<file path="src/rtl/ccff_chain_loader_if.sv">
// Word handshake between the bitstream controller (master) and the
// configuration-chain loader (slave).
interface ccff_chain_loader_if #(
    parameter int WORD_W = 8
) ();
    logic [WORD_W-1:0] word_in;
    logic              word_valid;
    logic              word_ready;

    modport master (
        output word_in,
        output word_valid,
        input  word_ready
    );

    modport slave (
        input  word_in,
        input  word_valid,
        output word_ready
    );
endinterface

</file>
<file path="src/rtl/ccff_chain_loader.sv">
// Serial driver for the ccff_head/ccff_tail configuration chain.
// Words are taken over a valid/ready handshake and shifted out LSB first,
// with shift_en acting as the chain clock enable.
// Optional feature macro: CCFF_READBACK_EN adds a recirculating readback
// pass with a CRC-16-CCITT integrity check that drives error.
//
// state  | meaning
// IDLE   | waiting for start
// LOAD   | word_ready high, chain holds, waiting for a word
// SHIFT  | one word bit onto ccff_head per cycle, shift_en high
// VERIFY | chain rotated once through ccff_tail -> ccff_head (readback only)
// DONE   | one-cycle done pulse
module ccff_chain_loader #(
    parameter int CHAIN_LEN = 16,
    parameter int WORD_W    = 8,
    parameter int CNT_W     = 16
) (
    input  logic                      prog_clk,
    input  logic                      prog_reset_n,
    input  logic                      start,
    ccff_chain_loader_if.slave        word_bus,
    output logic                      ccff_head,
    output logic                      shift_en,
    input  logic                      ccff_tail,
    output logic                      busy,
    output logic                      done,
    output logic                      error
);

    localparam int BIT_W = $clog2(WORD_W + 1);
    localparam logic [CNT_W-1:0] SENT_LAST = CNT_W'(CHAIN_LEN - 1);
    localparam logic [BIT_W-1:0] WORD_LAST = BIT_W'(WORD_W - 1);

`ifdef CCFF_READBACK_EN
    typedef enum logic [2:0] {
        ST_IDLE, ST_LOAD, ST_SHIFT, ST_VERIFY, ST_DONE
    } state_t;
`else
    typedef enum logic [1:0] {
        ST_IDLE, ST_LOAD, ST_SHIFT, ST_DONE
    } state_t;
`endif

    state_t            state;
    logic              ready_q;
    logic              head_q;
    logic [WORD_W-1:0] sreg;
    logic [CNT_W-1:0]  sent;
    logic [BIT_W-1:0]  bit_cnt;

`ifdef CCFF_READBACK_EN
    logic [15:0]       crc_tx;
    logic [15:0]       crc_rb;
    logic [CNT_W-1:0]  rb_cnt;
    logic              in_verify;
    logic              error_q;

    function automatic logic [15:0] crc_step(input logic [15:0] c, input logic b);
        logic fb;
        fb = c[15] ^ b;
        return {c[14:0], 1'b0} ^ (fb ? 16'h1021 : 16'h0000);
    endfunction

    // During VERIFY the tail is looped straight back to the head so the
    // rotation needs no extra stage and the chain returns to its start image.
    assign ccff_head = in_verify ? ccff_tail : head_q;
    assign error     = error_q;
`else
    logic unused_tail;
    assign unused_tail = ccff_tail;
    assign ccff_head   = head_q;
    assign error       = 1'b0;
`endif

    assign word_bus.word_ready = ready_q;

    // Sequencer: state, counters, shift register and all registered outputs.
    always_ff @(posedge prog_clk or negedge prog_reset_n) begin
        if (!prog_reset_n) begin
            state    <= ST_IDLE;
            ready_q  <= 1'b0;
            head_q   <= 1'b0;
            shift_en <= 1'b0;
            busy     <= 1'b0;
            done     <= 1'b0;
            sreg     <= '0;
            sent     <= '0;
            bit_cnt  <= '0;
`ifdef CCFF_READBACK_EN
            crc_tx    <= 16'hFFFF;
            crc_rb    <= 16'hFFFF;
            rb_cnt    <= '0;
            in_verify <= 1'b0;
            error_q   <= 1'b0;
`endif
        end else begin
            done <= 1'b0;
            case (state)
                ST_IDLE: begin
                    if (start) begin
                        sent    <= '0;
                        ready_q <= 1'b1;
                        busy    <= 1'b1;
                        state   <= ST_LOAD;
`ifdef CCFF_READBACK_EN
                        crc_tx  <= 16'hFFFF;
                        error_q <= 1'b0;
`endif
                    end
                end
                ST_LOAD: begin
                    if (word_bus.word_valid && ready_q) begin
                        ready_q  <= 1'b0;
                        sreg     <= word_bus.word_in >> 1;
                        head_q   <= word_bus.word_in[0];
                        shift_en <= 1'b1;
                        bit_cnt  <= '0;
                        state    <= ST_SHIFT;
                    end
                end
                ST_SHIFT: begin
                    sent <= sent + CNT_W'(1);
`ifdef CCFF_READBACK_EN
                    crc_tx <= crc_step(crc_tx, head_q);
`endif
                    if (sent == SENT_LAST) begin
                        head_q <= 1'b0;
`ifdef CCFF_READBACK_EN
                        in_verify <= 1'b1;
                        crc_rb    <= 16'hFFFF;
                        rb_cnt    <= '0;
                        state     <= ST_VERIFY;
`else
                        shift_en <= 1'b0;
                        done     <= 1'b1;
                        state    <= ST_DONE;
`endif
                    end else if (bit_cnt == WORD_LAST) begin
                        shift_en <= 1'b0;
                        head_q   <= 1'b0;
                        ready_q  <= 1'b1;
                        state    <= ST_LOAD;
                    end else begin
                        head_q  <= sreg[0];
                        sreg    <= sreg >> 1;
                        bit_cnt <= bit_cnt + BIT_W'(1);
                    end
                end
`ifdef CCFF_READBACK_EN
                ST_VERIFY: begin
                    crc_rb <= crc_step(crc_rb, ccff_tail);
                    if (rb_cnt == SENT_LAST) begin
                        shift_en  <= 1'b0;
                        in_verify <= 1'b0;
                        error_q   <= (crc_step(crc_rb, ccff_tail) != crc_tx);
                        done      <= 1'b1;
                        state     <= ST_DONE;
                    end else begin
                        rb_cnt <= rb_cnt + CNT_W'(1);
                    end
                end
`endif
                ST_DONE: begin
                    busy  <= 1'b0;
                    state <= ST_IDLE;
                end
                default: state <= ST_IDLE;
            endcase
        end
    end

endmodule

</file>
<file path="src/flat_wrapper.sv">
// flat-port wrapper written by rule: the top's interface ports become plain ports
module ccff_chain_loader_flat 
#(
    parameter int CHAIN_LEN = 16,
    parameter int WORD_W    = 8,
    parameter int CNT_W     = 16
)
  (prog_clk, prog_reset_n, start, ccff_head, shift_en, ccff_tail, busy, done, error, word_bus_word_in, word_bus_word_valid, word_bus_word_ready);
  ccff_chain_loader_if #(.WORD_W(WORD_W)) word_bus_i ();
  input  logic prog_clk;
  input  logic prog_reset_n;
  input  logic start;
  output logic ccff_head;
  output logic shift_en;
  input  logic ccff_tail;
  output logic busy;
  output logic done;
  output logic error;
  input wire logic [$bits(word_bus_i.word_in)-1:0] word_bus_word_in;
  input wire logic [$bits(word_bus_i.word_valid)-1:0] word_bus_word_valid;
  output wire logic [$bits(word_bus_i.word_ready)-1:0] word_bus_word_ready;
  assign word_bus_i.word_in = word_bus_word_in;
  assign word_bus_i.word_valid = word_bus_word_valid;
  assign word_bus_word_ready = word_bus_i.word_ready;
  ccff_chain_loader #(.CHAIN_LEN(CHAIN_LEN), .WORD_W(WORD_W), .CNT_W(CNT_W)) u_core (.prog_clk(prog_clk), .prog_reset_n(prog_reset_n), .start(start), .word_bus(word_bus_i), .ccff_head(ccff_head), .shift_en(shift_en), .ccff_tail(ccff_tail), .busy(busy), .done(done), .error(error));
endmodule
</file>
<file path="config.mk">
export PLATFORM = sky130hd
export DESIGN_NAME = ccff_chain_loader_flat
export DESIGN_NICKNAME = d
export VERILOG_FILES = /design/src/rtl/ccff_chain_loader_if.sv /design/src/rtl/ccff_chain_loader.sv /design/src/flat_wrapper.sv
export SDC_FILE = /design/constraint.sdc
export NUM_CORES = 1
export LEC_CHECK = 0
export CAP_MARGIN = 15
export CORE_MARGIN = 2
export CORE_UTILIZATION = 35
export CTS_CLUSTER_SIZE = 28
export DETAILED_ROUTE_END_ITERATION = 16
export HOLD_SLACK_MARGIN = 0.15
export MAX_ROUTING_LAYER = met4
export PLACE_DENSITY = 0.58
export SYNTH_ARGS = -nofsm -noshare
export SYNTH_HDL_FRONTEND = slang
export SYNTH_SLANG_ARGS = --single-unit
</file>
<file path="constraint.sdc">
create_clock -name prog_clk -period 5.8 [get_ports prog_clk]
set_input_delay 1.45 -clock prog_clk [delete_from_list [all_inputs] [get_ports prog_clk]]
set_output_delay 1.45 -clock prog_clk [all_outputs]
set_load 0.01 [all_outputs]
</file>
Yosys cells after proc, flatten, opt, wreduce, memory -nomap -nowiden --
Cells that the tools add are included.
Operators by class: add/subtract/negate cells 2, equality and inequality tests 11, muxes and demuxes 31, reductions and logical operators 13
Operator list (number):
- 16-bit one-hot mux with 2 select lines | 1
- 8-bit two-way mux | 3
- 16-bit by 1-bit adder with 16-bit output (second input constant) | 1
- 16-bit by 4-bit equality test with 1-bit output (second input constant) | 1
- 16-bit two-way mux | 1
- 8-bit one-hot mux with 2 select lines | 1
- 1-bit two-way mux | 12
- 4-bit two-way mux | 3
- 2-bit two-way mux | 4
- 2-bit one-hot mux with 4 select lines | 1
- 4-bit one-hot mux with 2 select lines | 1
- 2-bit != test (second input constant) | 3
- 1-bit one-hot mux with 2 select lines | 3
- 2-bit AND reduction | 3
- 3-bit AND reduction | 2
- 2-bit nonzero test | 3
- 5-bit AND reduction | 1
- 4-bit by 1-bit adder with 4-bit output (second input constant) | 1
- 2-bit equality test (second input constant) | 2
- 4-bit by 3-bit equality test with 1-bit output (second input constant) | 1
- 2-bit by 1-bit != test with 1-bit output (second input constant) | 2
- 4-bit AND reduction | 1
- 3-bit by 1-bit != test with 1-bit output (second input constant) | 1
- 1-bit one-hot mux with 3 select lines | 1
- 4 further kinds | 4
Storage, ports and cells: register bits after elaboration 35, input bits 13, output and inout port bits 6, logic and storage cells 66

Logic depth before layout (Yosys ltp) --
word-level depth 4, gate-level depth with buffers 7, depth with buffers taken out 7

Worst setup path after synthesis --
No wires, ideal clock.
path type input to register, start input port start, end register u_core.sent[15], setup time 78 ps, data arrival time 2717 ps, data required time 5722 ps, path slack 3005 ps, stages on the path 5, buffers on the path 1, cells stage by stage mux2i_1 > or3_1 > clkbuf_2 > or4_1 > a21oi_1
On the way: cells in the longest elaborated chain, start to end 2
RTL lines:
- start: declaration | line flat_wrapper.sv:12 | input logic start;
- 2-bit != test (no source line)
- 2-bit AND reduction (no source line)
- end signal: assignment | line ccff_chain_loader.sv:122 | sent <= sent + CNT_W'(1);
- end: declaration | line ccff_chain_loader.sv:48 | logic [CNT_W-1:0] sent;
No other way between the ends. A chain may end at the register's enable or synchronous reset.

Worst setup path after layout --
Ends and elaborated chain as after synthesis.

==> impl_metrics.csv <==
group,metric,value,unit
route,wl_met2,1722,um
critical_path,worst-path-buf-inv,1,
sta,max_slew_margin,33.17,%
sta,setup_slack,2.550,ns
yosys,ys_top_cells_by_area,"dfrtp_1 47%, ha_1 4.8%, nand3_1 4.4%",
place,dpl_cell_area,2047,sq um
finish,final_area,2157,sq um
critical_path,cp_data_arrival_time,3.46,ns
sta,clock.fmax,0.3077,GHz
place,portBuffers,16,
finish,area_delta_synth_final,18.81,%
place,place_congestion,0.8258,
route,drtPass1Iterations,4,
critical_path,worstReg2RegStart,"u_core.state[0]",
yosys,avgSynthCellArea,9.709,sq um
clock_tree,cts_tree,"built",
sta,period_needed,3.250,ns
power_and_ir_drop,powerDensity,392.5,nW/um^2
critical_path,endpoint_kind,"flip-flop",
global_routing,first_global_vias,1411,
floorplan,start_util,36.00,%
floorplan,num_io_pins,19,
sta,setup_viol,0,
run,maxCapViolations,0,
critical_path,path_cells,"clkdlybuf4s50_1 > mux2i_1 > or3_1 > or4_1 > a21oi_1",
sta,period_share,56.03,%
finish,fillers,519,
route,route.met3.wl,130,um
critical_path,ff2ff_path_depth,6,
finish,mostFrequentLayoutCells,"34 x dfrtp_1, 16 x nand3_1, 16 x nand2_1, 16 x clkdlybuf4s50_1, 11 x a21oi_1",
route,route.final.wire_length,3890,um
yosys,synth_top_area_share,46.86,%
critical_path,critPathLaunchType,"input pin",
yosys,synth-warning-count,0,
place,place_hpwl,2715,um
sta,fin_skew,0.003441,ns
floorplan,dieArea,5779,sq um
clock_tree,clock_latency,0.29,ns
finish,multi_input_area,899.6,sq um
critical_path,slowest_stage,"or3_1",
yosys,syn_nets,207,
global_routing,grt_pass1_wl,6803,um
yosys,synth_edf_count,0,
clock_tree,cts_resized,0,
route,drtIter0Drc,103,
clock_tree,htreeDepth,2,
finish,drive_gt1_share,12.08,%
floorplan,die_w,76.02,um
global_routing,grt.total_usage,14.94,%
critical_path,cpPeakStageDelay,0.57,ns
yosys,synth_top_area_cell,"dfrtp_1",
power_and_ir_drop,p_leak,0.8832,nW
critical_path,crit_family,"simple AND/OR/NAND/NOR gates",
clock_tree,clockBufferDepth,2,
place,dp_cells,269,
place,pre_cts_slack,2.257,ns
outcome,status,"finished, final reports clean",
sta,setup_tns,0,ns
floorplan,coreArea,5042,sq um
sta,drv_slew,0,
critical_path,r2r_end,"u_core.sreg[1]",
yosys,synth.distinct_cells,43,
global_routing,antenna_found_initial,0,
route,drtAntennaViolNets,0,
finish,diodes,0,
route,top_layer_used,"met4",
clock_tree,holdBufCountCts,0,
yosys,synth.cell_area,1815,sq um
min_path,min_to,"u_core.sent[1]",
floorplan,core.rowCount,26,
critical_path,cp_max_fo,9,
sta,rsz0062_at_grt,"false",
critical_path,rrSetupSlack,3.08,ns
finish,fin_nets,226,
min_path,holdCritStartpoint,"u_core.sent[1]",
clock_tree,post_cts_buffers,0,
route,wirelength_met1,1978,um
yosys,synth-seq-area-share,46.86,%
global_routing,grt_start_max_net_pins,35,
yosys,netlist_instances,187,
yosys,synth_flop_cell,"dfrtp_1",
finish,fin_util,42.78,%
route,viasPerCell,5.375,
clock_tree,root_buffer,"clkbuf_8",
finish,layout_commonest_cell,"dfrtp_1",
sta,worstMarginPinSlew,0.9964,ns
clock_tree,path_clk_slew,0.07,ns
sta,hold_viol,0,
clock_tree,cts_sinks,34,
critical_path,cp.required,6.01,ns
yosys,ys_seq_elements,34,
critical_path,critPathKind,"input pin to flip-flop",
route,route.detailed.wl_per_inst,14.04,um
route,vias,1489,
floorplan,dieHeight,76.02,um
yosys,ys_async_sr_fraction,100.0,%
clock_tree,numCtsBuffers,5,
power_and_ir_drop,ir_drop,270.2,uV
finish,ff_latch_area,850.8,sq um
route,drc,0,
min_path,min_path_type,"flip-flop to flip-flop",
finish,layoutNonFillerInstCount,277,
min_path,hold_depth,1,
global_routing,overflow,0,
==> report_power, final <==
part / internal, mW / switching [mW] / leakage, nW
clock: 0.120 / 0.0876 / 0.0575
combinational: 0.138 / 0.163 / 0.396
sequential: 0.290 / 0.0481 / 0.430
==> metrics by stage <==
stage / total power, mW / hold slack [ns]
floorplan: 0.5523 / 0.4853
global placement: 0.6410 / 0.5105
CTS: 0.8552 / 0.5386
detailed placement: 0.6446 / 0.5227
global route: 0.9076 / 0.5655
finish: 0.8466 / 0.5326
==> per-layer routing <==
metal	vias up	GRT usage, %
li1	737	-
met1	723	20.35
met2	22	22.05
met3	7	3.673
met4	0	4.909
met5	-	-
==> cell usage after synthesis (5+ instances only) <==
cell type   n
dfrtp_1    34
nand3_1    16
or3_1       8
nor2_1      6
nand4_1     5
nand2_1    16
inv_1      10
ha_1        7
or2_2       6
o21ai_0    10
a21oi_1    11
nor4_1      5
o221a_2     6
==> flip-flops by register name, indices dropped and copies added, names as in the netlist <==
signal	flops
u_core.sent	16
u_core.sreg	7
u_core.bit_cnt	4
u_core.state	2
u_core.busy	1
u_core.ccff_head	1
u_core.done	1
u_core.shift_en	1
u_core.word_bus.word_ready	1
==> logic make-up after synthesis <==
family,after synthesis,share of synthesized area [%]
flip-flops,34,46.86
buffers and inverters,16,3.584
multiplexers,4,2.274
AND/OR/NAND/NOR,74,22.26
XOR/XNOR,4,1.930
other,1,0.2066
AO/OA/AOI/OAI,47,18.06
adder cells (fa/ha/maj),7,4.824
==> worst max path at each step <==
stage / startpoint / to / slack, ns / cells after the start
after floorplan: start / u_core.sent[15] / 3.00 / 5
after global placement: start / u_core.sent[15] / 2.28 / 5
after detailed placement: start / u_core.sent[15] / 2.26 / 5
after CTS: start / u_core.sent[15] / 2.55 / 5
after global routing: start / u_core.sent[15] / 2.40 / 5
final: start / u_core.sent[15] / 2.55 / 5
==> layout make-up <==
cell class / instances / share of cell area, %
Clock buffer: 8 / 5.104
Tap cell: 70 / 4.060
Timing Repair Buffer: 17 / 7.773
Sequential cell: 34 / 39.44
Multi-Input combinational cell: 137 / 41.71
Inverter: 11 / 1.914
No activity file was read; power rests on OpenSTA's default activity.
